[src/rtl/cp0_exc_unit.sv]
// -----------------------------------------------------------------------------
// cp0_exc_unit
//
// Coprocessor-0 exception / interrupt unit. Holds SR, Cause, EPC and PRId,
// decides (combinationally) whether the M-stage instruction must be flushed for
// an interrupt or exception, and supplies the redirect PC for both exception
// entry and eret.
//
// Optional feature: define CP0_TIMER_EN to add the Count(9) / Compare(11)
// timer. Its sticky match flag is ORed into Cause.IP[15]. With the macro
// undefined, registers 9 and 11 read 0 and ignore writes.
//
// Ports
//   clk          in   1   single clock, all state on rising edge
//   reset        in   1   asynchronous, active-low; clears all state
//   pc_in        in   32  PC of the M-stage instruction
//   bd_in        in   1   M-stage instruction sits in a branch delay slot
//   exc_valid    in   1   exception flag from the E-stage selector (via E/M)
//   exc_code_in  in   5   ExcCode from the E-stage selector (via E/M)
//   hw_int       in   6   external interrupt lines, level sensitive
//   we           in   1   mtc0 write enable
//   addr         in   5   CP0 register number for mtc0/mfc0
//   wdata        in   32  mtc0 data
//   eret         in   1   M-stage instruction is eret
//   rdata        out  32  mfc0 read data, combinational from addr
//   take_exc     out  1   flush pipeline and redirect this cycle
//   exc_pc       out  32  EXC_VECTOR when take_exc, else EPC (eret target)
//   epc_out      out  32  current EPC
// -----------------------------------------------------------------------------
module cp0_exc_unit #(
    parameter logic [31:0] PRID       = 32'h0000_2019,
    parameter logic [31:0] EXC_VECTOR = 32'h0000_4180
) (
    input  logic        clk,
    input  logic        reset,
    input  logic [31:0] pc_in,
    input  logic        bd_in,
    input  logic        exc_valid,
    input  logic [4:0]  exc_code_in,
    input  logic [5:0]  hw_int,
    input  logic        we,
    input  logic [4:0]  addr,
    input  logic [31:0] wdata,
    input  logic        eret,
    output logic [31:0] rdata,
    output logic        take_exc,
    output logic [31:0] exc_pc,
    output logic [31:0] epc_out
);

    localparam logic [4:0] ADDR_COUNT   = 5'd9;
    localparam logic [4:0] ADDR_COMPARE = 5'd11;
    localparam logic [4:0] ADDR_SR      = 5'd12;
    localparam logic [4:0] ADDR_CAUSE   = 5'd13;
    localparam logic [4:0] ADDR_EPC     = 5'd14;
    localparam logic [4:0] ADDR_PRID    = 5'd15;

    // Architectural state: SR fields
    logic [5:0]  im_q, im_d;
    logic        exl_q, exl_d;
    logic        ie_q, ie_d;
    // Cause fields
    logic        bd_q, bd_d;
    logic [5:0]  ip_q, ip_d;
    logic [4:0]  exc_code_q, exc_code_d;
    // EPC
    logic [31:0] epc_q, epc_d;

`ifdef CP0_TIMER_EN
    logic [31:0] count_q, count_d;
    logic [31:0] compare_q, compare_d;
    logic        timer_pend_q, timer_pend_d;
`endif

    // Decision signals
    logic [5:0]  ip_eff;
    logic        irq;
    logic        wr_en;
    logic [31:0] victim_pc;
    logic [31:0] sr_word;
    logic [31:0] cause_word;

    // -------------------------------------------------------------------------
    // Interrupt / exception decision (zero-latency, from registered SR)
    // -------------------------------------------------------------------------
    always_comb begin
        ip_eff = ip_q;
`ifdef CP0_TIMER_EN
        // The timer match is visible in IP[15] as soon as it is flagged, so
        // the interrupt is seen the cycle after the flag sets.
        ip_eff[5] = ip_q[5] | timer_pend_q;
`endif
        irq = (|(ip_eff & im_q)) & ie_q & ~exl_q;
        // Gate with reset so no flush request escapes while the unit is held
        // in reset (exc_valid itself is not cleared by our reset).
        take_exc = reset & (irq | (exc_valid & ~exl_q));
    end

    assign exc_pc  = take_exc ? EXC_VECTOR : epc_q;
    assign epc_out = epc_q;

    // -------------------------------------------------------------------------
    // Read mux (no bypass: reads always see the registered value)
    // -------------------------------------------------------------------------
    assign sr_word    = {16'h0000, im_q, 8'h00, exl_q, ie_q};
    assign cause_word = {bd_q, 15'h0000, ip_eff, 3'b000, exc_code_q, 2'b00};

    always_comb begin
        rdata = 32'h0000_0000;
        case (addr)
            ADDR_SR:      rdata = sr_word;
            ADDR_CAUSE:   rdata = cause_word;
            ADDR_EPC:     rdata = epc_q;
            ADDR_PRID:    rdata = PRID;
`ifdef CP0_TIMER_EN
            ADDR_COUNT:   rdata = count_q;
            ADDR_COMPARE: rdata = compare_q;
`endif
            default:      rdata = 32'h0000_0000;
        endcase
    end

    // -------------------------------------------------------------------------
    // Next-state logic. Priority, lowest to highest: mtc0, eret, exception.
    // -------------------------------------------------------------------------
    assign victim_pc = bd_in ? (pc_in - 32'd4) : pc_in;

    always_comb begin
        // NOTE: every variable gets a default before any branch so that no
        // path leaves it unassigned; otherwise synthesis infers a latch.
        im_d       = im_q;
        exl_d      = exl_q;
        ie_d       = ie_q;
        bd_d       = bd_q;
        ip_d       = hw_int;
        exc_code_d = exc_code_q;
        epc_d      = epc_q;

        // A taken exception/interrupt squashes the same-cycle mtc0.
        wr_en = we & ~take_exc;

        if (wr_en) begin
            case (addr)
                ADDR_SR: begin
                    im_d  = wdata[15:10];
                    exl_d = wdata[1];
                    ie_d  = wdata[0];
                end
                ADDR_EPC: epc_d = {wdata[31:2], 2'b00};
                default:  ;
            endcase
        end

        if (eret && !take_exc) begin
            exl_d = 1'b0;
        end

        if (take_exc) begin
            exl_d      = 1'b1;
            exc_code_d = irq ? 5'd0 : exc_code_in;
            bd_d       = bd_in;
            epc_d      = {victim_pc[31:2], 2'b00};
        end
    end

`ifdef CP0_TIMER_EN
    always_comb begin
        count_d      = count_q + 32'd1;
        compare_d    = compare_q;
        timer_pend_d = timer_pend_q | (count_q == compare_q);

        if (wr_en && (addr == ADDR_COUNT)) begin
            count_d = wdata;
        end
        // Rewriting Compare is the only way to acknowledge the timer; the
        // clear wins over a match in the same cycle.
        if (wr_en && (addr == ADDR_COMPARE)) begin
            compare_d    = wdata;
            timer_pend_d = 1'b0;
        end
    end
`endif

    // -------------------------------------------------------------------------
    // State registers
    // -------------------------------------------------------------------------
    always_ff @(posedge clk or negedge reset) begin
        if (!reset) begin
            im_q       <= 6'd0;
            exl_q      <= 1'b0;
            ie_q       <= 1'b0;
            bd_q       <= 1'b0;
            ip_q       <= 6'd0;
            exc_code_q <= 5'd0;
            epc_q      <= 32'h0000_0000;
        end else begin
            // NOTE: sequential state uses non-blocking assignment so every
            // flop samples the pre-edge values regardless of statement order.
            im_q       <= im_d;
            exl_q      <= exl_d;
            ie_q       <= ie_d;
            bd_q       <= bd_d;
            ip_q       <= ip_d;
            exc_code_q <= exc_code_d;
            epc_q      <= epc_d;
        end
    end

`ifdef CP0_TIMER_EN
    always_ff @(posedge clk or negedge reset) begin
        if (!reset) begin
            count_q      <= 32'h0000_0000;
            compare_q    <= 32'h0000_0000;
            timer_pend_q <= 1'b0;
        end else begin
            count_q      <= count_d;
            compare_q    <= compare_d;
            timer_pend_q <= timer_pend_d;
        end
    end
`endif

endmodule

[config.mk]
export PLATFORM = sky130hd
export DESIGN_NAME = cp0_exc_unit
export DESIGN_NICKNAME = d
export VERILOG_FILES = /design/src/rtl/cp0_exc_unit.sv
export SDC_FILE = /design/constraint.sdc
export NUM_CORES = 1
export LEC_CHECK = 0
export BUFFER_PORTS_ARGS = -buffer_cell sky130_fd_sc_hd__buf_2
export CAP_MARGIN = 20
export CORE_MARGIN = 3
export CORE_UTILIZATION = 49
export CTS_BUF_LIST = sky130_fd_sc_hd__clkbuf_16
export DETAILED_ROUTE_END_ITERATION = 6
export PLACE_DENSITY_LB_ADDON = 0.12
export SLEW_MARGIN = 40
export SYNTH_ARGS = -nofsm -noshare
export SYNTH_HDL_FRONTEND = slang
export SYNTH_SLANG_ARGS = --single-unit
[constraint.sdc]
create_clock -name clk -period 4.04 [get_ports clk]
set_input_delay 0.404 -clock clk [delete_from_list [all_inputs] [get_ports clk]]
set_output_delay 0.404 -clock clk [all_outputs]
set_load 0.1 [all_outputs]
## After elaboration in Yosys (flattened, before gate mapping)

Index checks and enable logic that the tools add are counted.

- Output and inout port bits: 97
- Bits in registers: 52
- Logic and storage cells: 42

- Add/subtract/negate cells: 1
- Reduce and logical (&&, ||, !) cells: 10
- Multiplexer cells: 11
- Equal/unequal tests: 4
- Bitwise gates (word level): 9

Operators with widths:

| cell | count |
|---|---|
| 32-bit 2-to-1 mux | 5 |
| 32-bit one-hot mux with 4 select lines | 1 |
| 32-bit by 3-bit subtractor with 32-bit output (second input constant) | 1 |
| 5-bit by 4-bit == test with 1-bit output (second input constant) | 4 |
| 6-bit AND | 1 |
| 2-bit AND reduction | 3 |
| 3-bit nonzero test | 2 |
| 6-bit OR reduction | 1 |
| 1-bit AND | 5 |
| 5-bit 2-to-1 mux | 1 |
| 1-bit 2-to-1 mux | 4 |
| 2-bit nonzero test | 2 |
| 1-bit NOT | 2 |
| 1-bit logical AND | 1 |
| 1-bit zero test | 1 |
| 1-bit bitwise OR | 1 |

## Depth between registers and ports, before layout

- Depth after elaboration: 11
- Gate-level depth with buffers: 8
- Depth with buffers taken out: 7

## Least setup slack after synthesis

Ideal clock, no wire load.

- Kind: input -> output
- From: input port addr[0]
- To: output port rdata[13]
- Buffers on the path: 2
- Path slack: 0.465 ns
- Data required time: 3.636 ns
- Stages: 4
- Arrival: 3.171 ns
- Cells stage by stage: clkbuf_1 buf_1 a211oi_1 nor3_1

- Word-level cells in the longest chain between the ends: 2
- Elaborated cells between the ends (all ways): 5

RTL lines:

| item | line | source |
|---|---|---|
| start: declaration | 42 | `input logic [4:0] addr,` |
| 5-bit by 4-bit == test with 1-bit output | 110 | `case (addr)` |
| 32-bit one-hot mux with 4 select lines * | 110 |  |
| end: declaration | 45 | `output logic [31:0] rdata,` |

Every way passes the cells marked *; elsewhere a longest branch is shown, timed or not.

## Worst setup path after layout

- From: register im_q[2]
- To: output port exc_pc[17]

- Word-level cells in the longest chain between the ends: 7

RTL lines:

| item | line | source |
|---|---|---|
| start: declaration | 59 | `logic [5:0] im_q, im_d;` |
| start signal: assignment | 199 | `im_q <= im_d;` |
| 6-bit AND | 93 | `irq = (\|(ip_eff & im_q)) & ie_q & ~exl_q;` |
| 6-bit OR reduction | 93 |  |
| 1-bit AND (2 in a row) | 93 |  |
| 1-bit bitwise OR | 96 | `take_exc = reset & (irq \| (exc_valid & ~exl_q));` |
| 1-bit AND | 96 |  |
| 32-bit 2-to-1 mux | 99 | `assign exc_pc = take_exc ? EXC_VECTOR : epc_q;` |
| end: declaration | 47 | `output logic [31:0] exc_pc,` |

No other way between the ends.

==> metrics.csv <==
stage,metric,value,unit
run_status,outcome,"finished, final reports clean",
global_routing,Total Routing Usage GR,0.231,
synthesis,Synth Warn #,0,
routing,1st-pass router iterations,4,
floorplan,core box area,6490,sq um
timing,Slew @ Worst Pin,753,ps
placed_design,Port Buf Inserts,176,
timing,Final setup violation count,0,
worst_setup_path,"Req. time, crit path",3640,ps
synthesis,Post-synth EDFFs,0,
worst_setup_path,CP Class,flop to output port,
synthesis,mean post-synth cell area,9.42,sq um
floorplan,io pins,183,
timing,Achievable Freq,370,MHz
power_and_ir_drop,leakage,2.19,nW
clocking,# hold bufs at CTS,0,
clocking,"Reg clk slew, reported paths",70,ps
clocking,clock sink count,50,
placed_design,Final GP Congestion,0.843,
placed_design,hpwl dp,7.07,mm
final_layout,Post-Layout Cell Count,601,
timing,Fin Setup TNS,0,ps
synthesis,Netlist Area Pre-Place,3350,sq um
routing,residual DRC count,0,
synthesis,synth unique cells,38,
final_layout,Area Growth Syn to Fin,34.0,%
global_routing,vias in the first global route,2908,
timing,"Hold Violations, Final",0,
clocking,H-tree level count,2,
worst_setup_path,CP arrival,2300,ps
final_layout,fraction of layout instances using a drive strength above 1,0.389,
final_layout,"leading cell type in the layout, fill and taps excluded",buf_2,
worst_setup_path,crit-path cells,a22oi_1 -> a31oi_1 -> o21ai_4 -> buf_4 -> and2_1 -> buf_2,
global_routing,grt met2 use,0.393,
final_layout,Final nets,610,
worst_hold_path,Hold Path Class,primary input to flop,
power_and_ir_drop,Pwr per Cell Area,646,nW/um^2
clocking,clock root cell,clkbuf_16,
routing,Initial DRC Count,99,
routing,Post-Route WL,9.13,mm
floorplan,row count,29,
routing,ANT nets after route,0,
floorplan,initial core utilization,0.516,
worst_setup_path,crit path max-delay cell type,buf_2,
power_and_ir_drop,worst vdd ir,0.000389,V
timing,crit share post-route,0.670,
clocking,clock buffer depth,2,
routing,wire per inst,15.2,microns
routing,Vias/cell,5.24,
global_routing,met3 Usage GRT,0.0391,
routing,vias post-DR,3148,
synthesis,post-synthesis cell count,356,
worst_setup_path,cell family with most CP delay,buffers and inverters,
clocking,CTS tree,done,
timing,count of final max-slew check failures,0,
floorplan,die height,88.7,microns
clocking,PostCTS Resize Cnt,0,
global_routing,global route total overflow,0,
worst_setup_path,WP buf/inv,2,
synthesis,Synth area leader,dfrtp_1,
global_routing,met1 Track Usage GR,0.310,
synthesis,Synth top area share,0.373,
synthesis,Synth area leaders,"dfrtp_1 37%, mux2i_1 17%, and2_1 8.6%, xnor2_1 6.0%, nor2_1 3.6%",
timing,Clock Skews,6.46,ps
global_routing,first-pass GRT wire length,14.3,mm
synthesis,synthesized flop and latch total,50,
placed_design,cell count after placement,593,
synthesis,post-synthesis sequential area ratio,0.373,
timing,Final Critical Period,2700,ps
floorplan,Die X,88.7,microns
synthesis,main flop type after synthesis,dfrtp_1,
clocking,setup bufs post-CTS,0,
worst_setup_path,Reg2Reg Setup Slack,1760,ps
global_routing,pin count of the biggest net entering global routing,51,
clocking,clock latency on the worst-skew pair,290,ps
clocking,total CTS buffers,5,
job,max cap viols,0,
worst_setup_path,Worst Setup Start Kind,flop,
worst_setup_path,Critical Path Max Stage Delay,420,ps
worst_setup_path,Critical Path End Type,output port,
final_layout,most frequent cells in the layout,"176 x buf_2, 56 x mux2i_1, 50 x dfrtp_1",
final_layout,n_diodes,0,
timing,Relative slew margins,0.497,
synthesis,ys async rst share,1.00,
global_routing,antenna violations before repair,0,
timing,unrepaired setup endpoints after global routing,false,
worst_setup_path,worst-path fanout max,26,
floorplan,die area,7870,sq um
global_routing,gr busiest metal,met2,
[where the power goes]
part / switching (mW) / internal [mW]
Sequential: 0.0903 / 0.605
Combinational: 1.38 / 0.282
Clock: 0.186 / 0.356
[cell usage after synthesis (2+ instances only)]
| cell | count |
|---|---|
| nor4_4 | 2 |
| nand2_1 | 15 |
| nand3b_1 | 3 |
| mux2i_1 | 56 |
| clkbuf_1 | 12 |
| nor3_1 | 14 |
| xnor2_1 | 23 |
| nor4_1 | 7 |
| or3_1 | 4 |
| buf_4 | 4 |
| mux2_2 | 7 |
| and2_1 | 46 |
| xor2_1 | 3 |
| nor4b_1 | 2 |
| nor2b_1 | 4 |
| o21ai_0 | 7 |
| inv_1 | 4 |
| buf_1 | 5 |
| dfrtp_1 | 50 |
| nand4_1 | 2 |
| a21oi_1 | 18 |
| a22oi_1 | 7 |
| buf_2 | 3 |
| a22o_1 | 5 |
| nand2b_1 | 7 |
| nor2_1 | 32 |
| nor3b_1 | 3 |
[through the flow]
stage,hold WS [ps],area (sq um),util,setup slack (ps),total power [mW]
after floorplan,108,3360,-,465,2.10
after global placement,466,4300,0.662,1410,2.36
after detailed placement,479,4300,0.662,1370,2.38
after CTS,211,4490,0.692,1340,2.92
after global routing,206,4490,0.692,1220,3.01
final,217,4490,0.692,1340,2.90
[state kept, by name, indices dropped and copies added, names as in the netlist]
register,flops
exc_code_q,5
ie_q,1
epc_out,30
bd_q,1
im_q,6
ip_eff,6
exl_q,1
[logic make-up after synthesis]
family	synth area share
AND/OR/NAND/NOR	0.251
multiplexers	0.191
flip-flops	0.373
AO/OA/AOI/OAI	0.0724
buffers and inverters	0.0403
XOR/XNOR	0.0679
adder cells (fa/ha/maj)	0.00373
other	0.00112
[area by class of cell]
type	instances	area, sq um
fill	518	2000
multi-input combinational	280	2000
sequential	50	1250
timing repair buffer	182	938
clock buffer	5	125
tap	77	96.3
clock inverter	3	68.8
inverter	4	15.0
[worst paths after layout]
path / startpoint / endpoint / depth (start not counted)
worst max register to register: im_q[2]$_DFFE_PN0P_ / im_q[4]$_DFFE_PN0P_ / 6
min in group asynchronous: reset / exc_code_q[1]$_DFFE_PN0P_ / 2
worst min register to register: bd_q$_DFFE_PN0P_ / bd_q$_DFFE_PN0P_ / 2
worst min-delay path: hw_int[2] / ip_eff[2]$_DFF_PN0_ / 1
max in group asynchronous: reset / epc_out[28]$_DFFE_PN0P_ / 2
worst max-delay path: im_q[2]$_DFFE_PN0P_ / exc_pc[17] / 6
[worst reg2reg max path, cell delays in order, from the launching register on]
cell and delay, ps:
dfrtp_1 400, a22oi_1 240, a31oi_1 210, o21ai_4 230, inv_1 160, nor2_1 520, mux2_2 410
[layer usage]
| metal | wire length (microns) | vias up |
|---|---|---|
| met1 | 4040 | 1461 |
| met5 | 0 | - |
| li1 | - | 1562 |
| met2 | 4400 | 119 |
| met3 | 621 | 6 |
| met4 | 73 | 0 |
Note: power is estimated with default switching activity, not from simulation.
